==> config.mk <==
export PLATFORM = sky130hd
export DESIGN_NAME = or1200_seqdiv_flat
export DESIGN_NICKNAME = d
export VERILOG_FILES = /design/src/rtl/or1200_seqdiv_if.sv /design/src/rtl/or1200_seqdiv.sv /design/src/flat_wrapper.sv
export SDC_FILE = /design/constraint.sdc
export NUM_CORES = 1
export LEC_CHECK = 0
export BUFFER_PORTS_ARGS = -buffer_cell sky130_fd_sc_hd__buf_2
export CELL_PAD_IN_SITES_DETAIL_PLACEMENT = 0
export CELL_PAD_IN_SITES_GLOBAL_PLACEMENT = 2
export CORE_ASPECT_RATIO = 0.5
export CORE_UTILIZATION = 30
export CTS_CLUSTER_DIAMETER = 150
export CTS_CLUSTER_SIZE = 28
export DETAILED_ROUTE_END_ITERATION = 8
export PLACE_DENSITY = 0.85
export SLEW_MARGIN = 5
export SYNTH_ARGS = -nofsm -noshare
export SYNTH_HDL_FRONTEND = slang
export SYNTH_SLANG_ARGS = --single-unit
==> constraint.sdc <==
create_clock -name clk -period 2.5 [get_ports clk]
set_input_delay 0.375 -clock clk [delete_from_list [all_inputs] [get_ports clk]]
set_output_delay 0.375 -clock clk [all_outputs]
set_load 0.01 [all_outputs]
==> src/rtl/or1200_seqdiv_if.sv <==
// or1200_seqdiv_if: EX-stage divider handshake and operand/result bundle.
// master = pipeline side (drives operands/start), slave = divider.
interface or1200_seqdiv_if #(
   parameter int width = 32
);
   logic             ex_freeze;
   logic             div_start;
   logic             div_signed;
   logic [width-1:0] operand_a;
   logic [width-1:0] operand_b;
   logic [width-1:0] result;
   logic             div_done;
   logic             div_ovf;
   logic             div_stall;

   modport master (
      output ex_freeze, div_start, div_signed, operand_a, operand_b,
      input  result, div_done, div_ovf, div_stall
   );

   modport slave (
      input  ex_freeze, div_start, div_signed, operand_a, operand_b,
      output result, div_done, div_ovf, div_stall
   );
endinterface

==> src/rtl/or1200_seqdiv.sv <==
// or1200_seqdiv: restoring sequential divider, one quotient bit per cycle.
// Optional feature macro: OR1200_SEQDIV_SIGNED_EN (signed l.div support:
// abs-value capture, sign fixup of the quotient, MIN/-1 overflow flag).
// Without it every divide is unsigned and div_ovf flags divide-by-zero only.
module or1200_seqdiv #(
   parameter int width = 32
) (
   input  logic                 clk,
   input  logic                 rst,
   or1200_seqdiv_if.slave       bus
);
   localparam int CW = (width > 1) ? $clog2(width) : 1;

   typedef enum logic [1:0] {IDLE, BUSY, DONE} state_t;

   state_t           state_q, state_d;
   logic [width-1:0] dvd_q, dvd_d;      // dividend, shifted out MSB first
   logic [width-1:0] dvs_q, dvs_d;      // divisor magnitude
   logic [width:0]   rem_q, rem_d;      // partial remainder
   logic [width-1:0] quot_q, quot_d;
   logic [CW-1:0]    cnt_q, cnt_d;
   logic             neg_q, neg_d;      // quotient must be negated on exit
   logic             ovf_q, ovf_d;
   logic [width-1:0] result_q, result_d;

   // Iteration datapath: shift in next dividend bit, trial-subtract divisor.
   logic [width:0]   rem_shift, rem_sub;
   logic             q_bit;
   logic [width-1:0] quot_next, quot_fix;
   assign rem_shift = {rem_q[width-1:0], dvd_q[width-1]};
   assign rem_sub   = rem_shift - {1'b0, dvs_q};
   assign q_bit     = (rem_shift >= {1'b0, dvs_q});
   assign quot_next = {quot_q[width-2:0], q_bit};

   logic [width-1:0] a_cap, b_cap;
   logic             neg_cap, min_m1;
`ifdef OR1200_SEQDIV_SIGNED_EN
   logic a_neg, b_neg;
   assign a_neg    = bus.div_signed & bus.operand_a[width-1];
   assign b_neg    = bus.div_signed & bus.operand_b[width-1];
   assign a_cap    = a_neg ? (~bus.operand_a + 1'b1) : bus.operand_a;
   assign b_cap    = b_neg ? (~bus.operand_b + 1'b1) : bus.operand_b;
   assign neg_cap  = a_neg ^ b_neg;
   assign min_m1   = bus.div_signed
                   & (bus.operand_a == {1'b1, {(width-1){1'b0}}})
                   & (&bus.operand_b);
   assign quot_fix = neg_q ? (~quot_next + 1'b1) : quot_next;
   logic unused_rem;
   assign unused_rem = rem_q[width];
`else
   assign a_cap    = bus.operand_a;
   assign b_cap    = bus.operand_b;
   assign neg_cap  = 1'b0;
   assign min_m1   = 1'b0;
   assign quot_fix = quot_next;
   logic unused_bits;
   assign unused_bits = bus.div_signed ^ neg_q ^ rem_q[width];
`endif

   // Next-state and datapath update for the IDLE/BUSY/DONE controller.
   always_comb begin
      state_d  = state_q;
      dvd_d    = dvd_q;
      dvs_d    = dvs_q;
      rem_d    = rem_q;
      quot_d   = quot_q;
      cnt_d    = cnt_q;
      neg_d    = neg_q;
      ovf_d    = ovf_q;
      result_d = result_q;
      case (state_q)
         IDLE: begin
            if (bus.div_start) begin
               dvd_d  = a_cap;
               dvs_d  = b_cap;
               rem_d  = '0;
               quot_d = '0;
               cnt_d  = CW'(width - 1);
               neg_d  = neg_cap;
               if (bus.operand_b == '0) begin
                  // Divide-by-zero finishes at once with a zero quotient.
                  state_d  = DONE;
                  result_d = '0;
                  ovf_d    = 1'b1;
               end else begin
                  state_d = BUSY;
                  ovf_d   = min_m1;
               end
            end
         end
         BUSY: begin
            rem_d  = q_bit ? rem_sub : rem_shift;
            dvd_d  = {dvd_q[width-2:0], 1'b0};
            quot_d = quot_next;
            if (cnt_q == '0) begin
               state_d  = DONE;
               result_d = quot_fix;
            end else begin
               cnt_d = cnt_q - 1'b1;
            end
         end
         DONE: begin
            if (!bus.ex_freeze) state_d = IDLE;
         end
         default: state_d = IDLE;
      endcase
   end

   // State and datapath registers with synchronous reset.
   always_ff @(posedge clk) begin
      if (rst) begin
         state_q  <= IDLE;
         dvd_q    <= '0;
         dvs_q    <= '0;
         rem_q    <= '0;
         quot_q   <= '0;
         cnt_q    <= '0;
         neg_q    <= 1'b0;
         ovf_q    <= 1'b0;
         result_q <= '0;
      end else begin
         state_q  <= state_d;
         dvd_q    <= dvd_d;
         dvs_q    <= dvs_d;
         rem_q    <= rem_d;
         quot_q   <= quot_d;
         cnt_q    <= cnt_d;
         neg_q    <= neg_d;
         ovf_q    <= ovf_d;
         result_q <= result_d;
      end
   end

   assign bus.result    = result_q;
   assign bus.div_done  = (state_q == DONE);
   assign bus.div_ovf   = (state_q == DONE) & ovf_q;
   assign bus.div_stall = ((state_q == IDLE) & bus.div_start) | (state_q == BUSY);
endmodule
==> src/flat_wrapper.sv <==
// flat-port wrapper written by rule: the top's interface ports become plain ports
module or1200_seqdiv_flat 
#(
   parameter int width = 32
)
  (clk, rst, bus_ex_freeze, bus_div_start, bus_div_signed, bus_operand_a, bus_operand_b, bus_result, bus_div_done, bus_div_ovf, bus_div_stall);
  or1200_seqdiv_if #(.width(width)) bus_i ();
  input  logic clk;
  input  logic rst;
  input wire logic [$bits(bus_i.ex_freeze)-1:0] bus_ex_freeze;
  input wire logic [$bits(bus_i.div_start)-1:0] bus_div_start;
  input wire logic [$bits(bus_i.div_signed)-1:0] bus_div_signed;
  input wire logic [$bits(bus_i.operand_a)-1:0] bus_operand_a;
  input wire logic [$bits(bus_i.operand_b)-1:0] bus_operand_b;
  output wire logic [$bits(bus_i.result)-1:0] bus_result;
  output wire logic [$bits(bus_i.div_done)-1:0] bus_div_done;
  output wire logic [$bits(bus_i.div_ovf)-1:0] bus_div_ovf;
  output wire logic [$bits(bus_i.div_stall)-1:0] bus_div_stall;
  assign bus_i.ex_freeze = bus_ex_freeze;
  assign bus_i.div_start = bus_div_start;
  assign bus_i.div_signed = bus_div_signed;
  assign bus_i.operand_a = bus_operand_a;
  assign bus_i.operand_b = bus_operand_b;
  assign bus_result = bus_i.result;
  assign bus_div_done = bus_i.div_done;
  assign bus_div_ovf = bus_i.div_ovf;
  assign bus_div_stall = bus_i.div_stall;
  or1200_seqdiv #(.width(width)) u_core (.clk(clk), .rst(rst), .bus(bus_i));
endmodule
==> flow_summary_export.csv, run 1 <==
group,metric,value,unit
worst_setup_path,critPathKind,"reg -> reg",
worst_setup_path,max_stage_delay,340,ps
floorplanning,fp-row-count,42,
grt,grt_pass1_vias,7767,
grt,grt_use_total,0.1694,
detailed_routing,dr.pass1.iters,5,
timing,tightest_slew,638.2,ps
detailed_routing,wl,23840,µm
worst_setup_path,crit_chain,"inv_2 > ha_4 > nor2b_4 > o31a_1 > o31a_1 > o211a_1 > o21ai_4 > o211ai_4 > buf_12 > buf_12 > mux2i_1 > a22o_1",
clock_tree,clk_pin_slew_worst_paths,70,ps
timing,relSlewSlack,0.5745,
clock_tree,cts_root_buffer,"clkbuf_16",
timing,layout_setup_ws,-111.1,ps
clock_tree,cts_tree,"built",
timing,finalHoldViolCount,0,
logic_synthesis,synthArstFlopShare,0,
layout,seq_area,3351,µm²
floorplanning,pin_count,104,
floorplanning,die_w,239.1,µm
logic_synthesis,yosys_warnings,0,
layout,diodes,0,
logic_synthesis,synth.avg_cell_area,7.750,µm²
floorplanning,start_util,0.3122,
floorplanning,fp.coreArea,27010,µm²
run,cap_viol_max_count,0,
clock_tree,cts.sinks,167,
pwr,p_total,20520,µW
timing,min_period_over_period,1.044,
timing,rsz0062_at_grt,"yes",
layout,multiInputGateArea,4880,µm²
clock_tree,clkLatencyLatePin,450,ps
status,outcome,"finished, violations left",
logic_synthesis,synth_cells,1088,
logic_synthesis,synth.yosys.seq_area_share,0.3965,
worst_setup_path,critPathMaxFanout,5,
clock_tree,cts_buffers,17,
clock_tree,clockBufferDepth,2,
layout,final_nets,1331,
detailed_routing,drcViolationCount,0,
worst_setup_path,cpMaxStageDelayCell,"dfxtp_2",
status,violations,"negative setup slack",
timing,fmax,383.0,MHz
grt,grt_remaining_overflow,0,
worst_setup_path,path_delay_family,"compound AO/OA/AOI/OAI gates",
floorplanning,die_area,28820,µm²
worst_setup_path,start_kind,"register",
logic_synthesis,synth-seq-cells,167,
logic_synthesis,netlist_area,8432,µm²
placed_design,io_buffers,102,
detailed_routing,wl_per_cell,14.77,µm
placed_design,dp_cells,1567,
clock_tree,hold_buffers,0,
detailed_routing,drt-initial-drc-count,546,
logic_synthesis,synth_edf_count,0,
detailed_routing,ant_nets,0,
detailed_routing,vias_per_cell,4.957,
layout,fin_cells,1614,
min_path,hold_path_class,"in -> reg",
pwr,powerDensity,1883,nW/µm²
pwr,peakVddDrop,0.001011,V
worst_setup_path,rrSetupSlack,-110,ps
grt,grt_first_pass_wirelength,38960,µm
timing,slew_violations,0,
pwr,p_leak,0.004406,µW
detailed_routing,vias,8001,
timing,clock_skew,14.96,ps
worst_setup_path,crit_buf_inv,3,
placed_design,place_hpwl,16830,µm
layout,n_fill_cell,2818,
timing,finalSetupViolCount,30,
worst_setup_path,cp.arrival,2940,ps
placed_design,place_congestion,0.8676,
worst_setup_path,endpoint_kind,"register",
layout,layout-drive-gt1-share,0.2363,
timing,min_period,2611,ps
grt,antenna_found_initial,1,
grt,grt_max_degree,85,
logic_synthesis,synth_cell_types,60,
layout,syn2layout_area_growth,29.22,%
floorplanning,die_y,120.5,µm
clock_tree,cts_max_level,4,
logic_synthesis,ys.flop_type,"dfxtp_1",
placed_design,place_ws,-468.4,ps
logic_synthesis,synth.net_count,1192,
worst_setup_path,cp.required,2830,ps
==> placed cells by master, fill, tap and decap left out, types with 25 or more instances in the layout <==
cell      instances
nand3_1          40
buf_4            82
nand2_1         222
nor2_1          100
dfxtp_1         161
buf_2           101
a21oi_1          99
a22oi_1          30
a311oi_1         31
inv_1            42
o21ai_0          25
==> area by class of cell <==
type / count / share of cell area
Tap cell: 374 / 0.04295
Sequential cell: 167 / 0.3075
Timing Repair Buffer: 199 / 0.1288
Clock inverter: 13 / 0.01665
Inverter: 45 / 0.01550
Multi-Input combinational cell: 797 / 0.4479
Clock buffer: 19 / 0.04065
==> synthesized netlist by cell type, types with 4 or more instances <==
| master | number | area, µm² |
|---|---|---|
| nand2b_1 | 4 | 25.02 |
| a311oi_1 | 31 | 271.5 |
| a22oi_1 | 31 | 232.7 |
| ha_1 | 34 | 425.4 |
| nor2b_1 | 4 | 25.02 |
| nor4_1 | 10 | 62.56 |
| xor2_1 | 8 | 70.07 |
| buf_1 | 15 | 56.30 |
| dfxtp_1 | 167 | 3343 |
| nand4_1 | 14 | 87.58 |
| nand3_1 | 41 | 205.2 |
| clkbuf_1 | 53 | 198.9 |
| and3_1 | 5 | 31.28 |
| buf_2 | 6 | 30.03 |
| a21oi_1 | 104 | 520.5 |
| or3_1 | 4 | 25.02 |
| mux2i_1 | 27 | 270.3 |
| o21ai_0 | 46 | 230.2 |
| o21bai_1 | 4 | 30.03 |
| nor2_1 | 104 | 390.4 |
| inv_1 | 45 | 168.9 |
| nand2_1 | 224 | 840.8 |
| a21o_1 | 5 | 37.54 |
| xnor2_1 | 19 | 166.4 |
| o21ai_1 | 4 | 20.02 |
| o211ai_1 | 7 | 52.55 |
| nor3_1 | 13 | 65.06 |
==> metal layers <==
layer | vias up | routed length [µm] | GRT usage
li1 | 4078 | - | -
met1 | 3776 | 11400 | 0.2212
met2 | 122 | 11260 | 0.2807
met3 | 23 | 831 | 0.03516
met4 | 2 | 341 | 0.05128
met5 | - | 13 | 0
==> state kept, by name (all words and copies together) (netlist names) <==
| name | cells |
|---|---|
| u_core.rem_q | 32 |
| u_core.bus.result | 32 |
| u_core.ovf_q | 1 |
| u_core.dvd_q | 32 |
| u_core.state_q | 2 |
| u_core.quot_q | 31 |
| u_core.cnt_q | 5 |
| u_core.dvs_q | 32 |
==> metrics by stage <==
step	TNS (ps)	hold WS, ps	cell area (µm²)	utilization
after floorplan	0	436.3	8432	-
after global placement	-2527	444.5	9784	0.3622
after detailed placement	-3511	447.8	9784	0.3622
after CTS	-2409	153.7	10770	0.3987
after global routing	-4812	172.5	10900	0.4034
final	-1743	180.2	10900	0.4034
==> report_power, final <==
group / switching [µW] / internal, µW / total, µW
clock: 1190 / 1630 / 2830
combinational: 7100 / 7040 / 14100
sequential: 373 / 3190 / 3560
total: 8670 / 11900 / 20500
==> path summary, 6_finish.rpt <==
path	start	end	cells after the start
max	u_core.dvs_q[1]	u_core.rem_q[1]	12
min	bus_operand_b[8]	u_core.dvs_q[8]	3
max reg2reg	u_core.dvs_q[1]	u_core.rem_q[1]	12
min reg2reg	u_core.bus.result[27]	u_core.bus.result[27]	2
==> kinds of logic after synthesis <==
logic type | Yosys count | synth area share
adder cells (fa/ha/maj) | 35 | 0.05283
XOR/XNOR | 27 | 0.02805
AO/OA/AOI/OAI | 276 | 0.2141
buffers and inverters | 124 | 0.05965
multiplexers | 29 | 0.03472
flip-flops | 167 | 0.3965
AND/OR/NAND/NOR | 430 | 0.2141
==> tightest hold or removal path, delay by kind of cell <==
family / cells / cell delay (ps)
buf+inv: 1 / 110
compound gates: 1 / 50
simple gates: 1 / 50
==> timing repair <==
action,in CTS,in global routing
pin swaps,15,16
hold endpoints to repair,0,0
setup endpoints to repair,34,34
setup buffers,9,5
gates resized for setup,64,26
gates cloned,3,1
(Power assumes the default switching activity.)
==> run 2, diff against run 1 <==
- CORE_UTILIZATION: 30 -> 31
- PLACE_DENSITY: 0.85 -> 0.87
- SETUP_SLACK_MARGIN: unset -> 0.4
==> run 2 against run 1 <==
Against the previous run: the flow still finishes with violations (negative setup slack); via count about the same; critical path depth up 1; hold slack better by 6.6 ps; final cell count down 1.1%; clock skew down 5.7 ps; core utilization up 1.1 points.
==> flow_summary_export.csv, run 2 (same netlist as run 1, synthesis figures left out) <==
group,metric,value,unit
clock_tree,clockBufferDepth,2,
floorplanning,die_y,118.6,µm
worst_setup_path,critPathMaxFanout,8,
timing,holdWs,186.8,ps
min_path,hold_path_class,"in -> reg",
worst_setup_path,cp.depth,13,
worst_setup_path,cp.arrival,2930,ps
worst_setup_path,crit_chain,"inv_2 > ha_4 > nor2b_4 > o31a_1 > o31a_1 > o211a_4 > o21ai_4 > o211ai_4 > buf_4 > buf_6 > buf_12 > mux2i_1 > o21ai_0",
placed_design,place_ws,-185.0,ps
layout,seq_area,3357,µm²
worst_setup_path,r2r_cells,13,
clock_tree,cts_root_buffer,"clkbuf_16",
timing,finalSetupViolCount,23,
layout,layout-drive-gt1-share,0.2548,
detailed_routing,ant_nets,0,
worst_setup_path,rrSetupSlack,-130,ps
floorplanning,fp-row-count,42,
worst_setup_path,critPathKind,"reg -> reg",
layout,diodes,0,
worst_setup_path,path_delay_family,"compound AO/OA/AOI/OAI gates",
floorplanning,die_w,235.2,µm
grt,grt_max_degree,89,
clock_tree,cts_buffers,17,
timing,tns,-1547,ps
layout,final_nets,1337,
floorplanning,die_area,27900,µm²
timing,min_period,2627,ps
worst_setup_path,cp.required,2810,ps
timing,clock_skew,9.278,ps
placed_design,place_congestion,0.8861,
timing,rsz0062_at_grt,"yes",
layout,finish.utilization,0.4145,
detailed_routing,dr.pass1.iters,5,
timing,relSlewSlack,0.1501,
worst_setup_path,cpMaxStageDelayCell,"dfxtp_2",
floorplanning,fp.coreArea,26590,µm²
detailed_routing,wl,23460,µm
pwr,powerDensity,1913,nW/µm²
grt,antenna_found_initial,0,
timing,fmax,380.6,MHz
worst_setup_path,crit_buf_inv,4,
timing,finalHoldViolCount,0,
layout,final_cell_area,11020,µm²
layout,n_fill_cell,2712,
timing,tightest_slew,1270,ps
run,cap_viol_max_count,0,
detailed_routing,wl_per_cell,14.70,µm
clock_tree,cts.sinks,167,
status,violations,"negative setup slack",
clock_tree,cts_max_level,4,
pwr,peakVddDrop,0.001727,V
layout,syn2layout_area_growth,30.73,%
clock_tree,clkLatencyLatePin,440,ps
worst_setup_path,start_kind,"register",
floorplanning,pin_count,104,
placed_design,io_buffers,102,
pwr,p_leak,0.004434,µW
grt,grt_remaining_overflow,0,
grt,grt_pass1_vias,7923,
detailed_routing,drt-initial-drc-count,483,
timing,min_period_over_period,1.051,
layout,multiInputGateArea,5014,µm²
detailed_routing,drcViolationCount,0,
layout,layout_commonest_cell,"nand2_1",
status,outcome,"finished, violations left",
grt,grt_use_total,0.1716,
placed_design,placedInstanceArea,9741,µm²
grt,grt_first_pass_wirelength,38990,µm
worst_setup_path,endpoint_kind,"register",
clock_tree,clk_pin_slew_worst_paths,70,ps
floorplanning,start_util,0.3171,
worst_setup_path,max_stage_delay,350,ps
detailed_routing,vias_per_cell,5.016,
worst_setup_path,path_common_cell,"o31a_1",
timing,slew_violations,0,
layout,final_cell_mix,"221 x nand2_1, 156 x dfxtp_1, 102 x nor2_1, 101 x buf_2, 97 x a21oi_1",
placed_design,place_hpwl,16200,µm
detailed_routing,vias,8005,
min_path,hold_depth,3,
timing,layout_setup_ws,-127.2,ps
clock_tree,cts_tree,"built",
run 2: cell types whose count changed in the layout (fill, tap and decap cells not counted), moves of 5 or more:
| cell | before | now |
|---|---|---|
| o21ai_0 | 25 | 31 |
| dfxtp_1 | 161 | 156 |
| o21ai_1 | 22 | 14 |
| dfxtp_2 | 6 | 11 |
| buf_6 | 6 | 11 |
run 2: what timing repair did:
action	CTS	global route
endpoints found under the hold margin	0	0
gates cloned	3	0
endpoints found under the setup margin	34	65
resized for setup	55	48
buffers inserted	16	7
pin swaps	14	14
hold buffers	0	0
run 2: metal layers:
layer / GRT usage / routed length [µm]
met4: 0.05147 / 296
met1: 0.2239 / 11330
met2: 0.2897 / 11150
met3: 0.02943 / 677
met5: 0 / 0
run 2: worst min-delay path, delay by kind of cell:
family          cells  cell delay, ps
simple gates        1              50
buf+inv             1             100
compound gates      1              50
run 2: metrics by stage:
stage / std cells / total power [µW]
4_1_cts: 1589 / 20170
3_5_place_dp: 1540 / 14910
3_3_place_gp: 1540 / 14780
2_1_floorplan: 1088 / 11340
6_report: 1596 / 21090
5_1_grt: 1596 / 22540
run 2: worst paths after layout:
kind / startpoint / end
max: u_core.dvs_q[1] / u_core.rem_q[26]
max reg2reg: u_core.dvs_q[1] / u_core.rem_q[26]
min: bus_ex_freeze / u_core.state_q[1]
min reg2reg: u_core.bus.result[10] / u_core.bus.result[10]
run 2: layout make-up:
type	count	area share
multi-input combinational	797	0.4548
sequential	167	0.3045
timing repair buffer	205	0.1338
clock buffer	20	0.04143
tap	352	0.03995
inverter	45	0.01532
clock inverter	10	0.01010
run 2: report_power, final:
part,switching [µW],internal (µW)
Combinational,7230,7690
Sequential,377,3190
Clock,1160,1440
==> run 3, diff against run 2 <==
- CORE_ASPECT_RATIO: 0.5 -> 1.4
- SETUP_SLACK_MARGIN: 0.4 -> unset
- clock period: 2.5 -> 2.1 ns (I/O delays scaled with it)
==> run 3 against run 2 <==
Against the previous run: the run still ends with negative setup slack left; core utilization grew 2.5 points; final cell count increased by 6.8%; register-to-register slack lost 380 ps; via count increased by 6.2%; sequential share of layout area down 2.0 points; die area down 0.11%; flip-flop and latch count unchanged; routed wire length up 8.5%; critical endpoint is now u_core.rem_q[22]; largest power group unchanged; sequential power increased by 19%; design area increased by 6.9%; worst setup slack worse by 380 ps; hold slack got worse by 66 ps.
==> flow_summary_export.csv, run 3 (same netlist as run 1, synthesis figures left out) <==
group,metric,value,unit
clock_tree,clk_pin_slew_worst_paths,60,ps
timing,clock_skew,12.11,ps
run,cap_viol_max_count,0,
layout,final_cell_mix,"220 x nand2_1, 184 x buf_4, 154 x dfxtp_1, 101 x buf_2, 100 x nor2_1",
grt,grt_first_pass_wirelength,40720,µm
layout,final_nets,1433,
placed_design,place_congestion,0.9119,
worst_setup_path,critPathMaxFanout,3,
timing,rsz0062_at_grt,"yes",
worst_setup_path,start_kind,"register",
pwr,peakVddDrop,0.001200,V
detailed_routing,wl_per_cell,14.93,µm
worst_setup_path,cpMaxStageDelayCell,"a2111oi_4",
placed_design,io_buffers,102,
timing,finalSetupViolCount,34,
min_path,hold_path_class,"in -> reg",
clock_tree,cts_root_buffer,"clkbuf_16",
worst_setup_path,crit_buf_inv,2,
clock_tree,hold_buffers,0,
detailed_routing,wl,25450,µm
detailed_routing,drcViolationCount,0,
detailed_routing,ant_nets,0,
worst_setup_path,cp.arrival,2910,ps
worst_setup_path,endpoint_kind,"register",
worst_setup_path,max_stage_delay,400,ps
layout,layout-drive-gt1-share,0.3187,
timing,tightest_slew,723.9,ps
detailed_routing,vias,8502,
timing,layout_setup_ws,-502.4,ps
grt,grt_max_degree,72,
clock_tree,cts_buffers,17,
worst_setup_path,critPathKind,"reg -> reg",
floorplanning,start_util,0.3143,
layout,layout_commonest_cell,"nand2_1",
timing,relSlewSlack,0.5174,
grt,grt_use_total,0.1846,
floorplanning,fp-row-count,71,
status,violations,"negative setup slack",
worst_setup_path,path_delay_family,"compound AO/OA/AOI/OAI gates",
clock_tree,cts.sinks,167,
floorplanning,pin_count,104,
worst_setup_path,cp.required,2410,ps
clock_tree,cts_max_level,4,
pwr,powerDensity,2156,nW/µm²
grt,antenna_found_initial,0,
worst_setup_path,r2r_cells,12,
detailed_routing,vias_per_cell,4.987,
placed_design,place_hpwl,17850,µm
worst_setup_path,reg2reg_to,"u_core.rem_q[22]",
floorplanning,die_w,141.4,µm
worst_setup_path,rrSetupSlack,-500,ps
detailed_routing,dr.pass1.iters,7,
floorplanning,fp.coreArea,26830,µm²
timing,min_period,2602,ps
clock_tree,clockBufferDepth,2,
timing,finalHoldViolCount,0,
grt,grt_pass1_vias,8305,
worst_setup_path,crit_chain,"inv_2 > ha_4 > fa_2 > nor2b_4 > o31a_1 > o2111ai_2 > a2111oi_4 > buf_4 > nor3_2 > xnor2_1 > mux2i_1 > o21ai_0",
placed_design,place_ws,-560.2,ps
timing,slew_violations,0,
layout,diodes,0,
clock_tree,clkLatencyLatePin,440,ps
status,outcome,"finished, violations left",
layout,fin_cells,1705,
detailed_routing,drt-initial-drc-count,471,
worst_setup_path,startpoint,"u_core.dvd_q[31]",
timing,min_period_over_period,1.239,
layout,syn2layout_area_growth,39.81,%
grt,grt_remaining_overflow,0,
worst_setup_path,cp-endpoint,"u_core.rem_q[22]",
floorplanning,die_area,27870,µm²
placed_design,dp_cells,1643,
pwr,p_leak,0.004924,µW
clock_tree,cts_tree,"built",
worst_setup_path,cp.depth,12,
worst_setup_path,r2r-start,"u_core.dvd_q[31]",
floorplanning,die_y,197.1,µm
timing,fmax,384.3,MHz
==> run 3: per-layer routing <==
layer / GRT usage / vias to the layer above / wire length, µm
met5: 0 / - / 0
met4: 0.09677 / 0 / 996
met3: 0.02982 / 50 / 833
met2: 0.3396 / 152 / 13480
met1: 0.2020 / 4025 / 10140
li1: - / 4275 / -
==> run 3: what timing repair did <==
action                                  4_1_cts  5_1_grt
endpoints found under the setup margin       34       66
hold endpoints to repair                      0        0
gates cloned                                  2        1
buffers inserted                             20       10
gates resized for setup                      46       59
pin swaps                                    10       10
==> run 3: how the worst min path moves through the flow <==
stage | from | to | slack, ps | cells after the start
after CTS | bus_ex_freeze | u_core.state_q[1] | 110 | 3
after floorplan | u_core.dvs_q[6] | u_core.dvs_q[6] | 430 | 2
after global routing | bus_operand_b[9] | u_core.dvs_q[9] | 120 | 3
final | bus_operand_a[0] | u_core.dvd_q[0] | 120 | 3
after detailed placement | u_core.bus.result[27] | u_core.bus.result[27] | 450 | 2
after global placement | u_core.bus.result[20] | u_core.bus.result[20] | 440 | 2
==> run 3: cell type report <==
cell class                 count  area [µm²]
fill                        2743       15040
clock inverter                 8       87.58
multi-input combinational    798        5080
timing repair buffer         300        2152
tap                          365       456.7
inverter                      45       168.9
sequential                   167        3359
clock buffer                  22       484.2
==> run 3: metrics by stage <==
| stage | setup TNS, ps | hold WS (ps) | total power, µW | utilization | area [µm²] |
|---|---|---|---|---|---|
| floorplan | -9529 | 434.7 | 13490 | - | 8453 |
| global placement | -17850 | 442.9 | 18990 | 0.3903 | 10470 |
| detailed placement | -22300 | 445.5 | 19140 | 0.3903 | 10470 |
| CTS | -12470 | 105.9 | 24270 | 0.4273 | 11460 |
| global route | -16810 | 119.8 | 27170 | 0.4394 | 11790 |
| finish | -12960 | 121.1 | 25420 | 0.4394 | 11790 |
==> run 3: tightest hold or removal path, cell delays in order <==
cell	delay (ps)
buf_2	90
nand2_1	50
a21oi_1	50
==> run 3: report_power, final <==
group	total (µW)	leakage [µW]	internal, µW	switching (µW)
registers	4260	0.00136	3800	459
logic	18100	0.00329	9220	8870
clock network	3070	0.000272	1760	1320
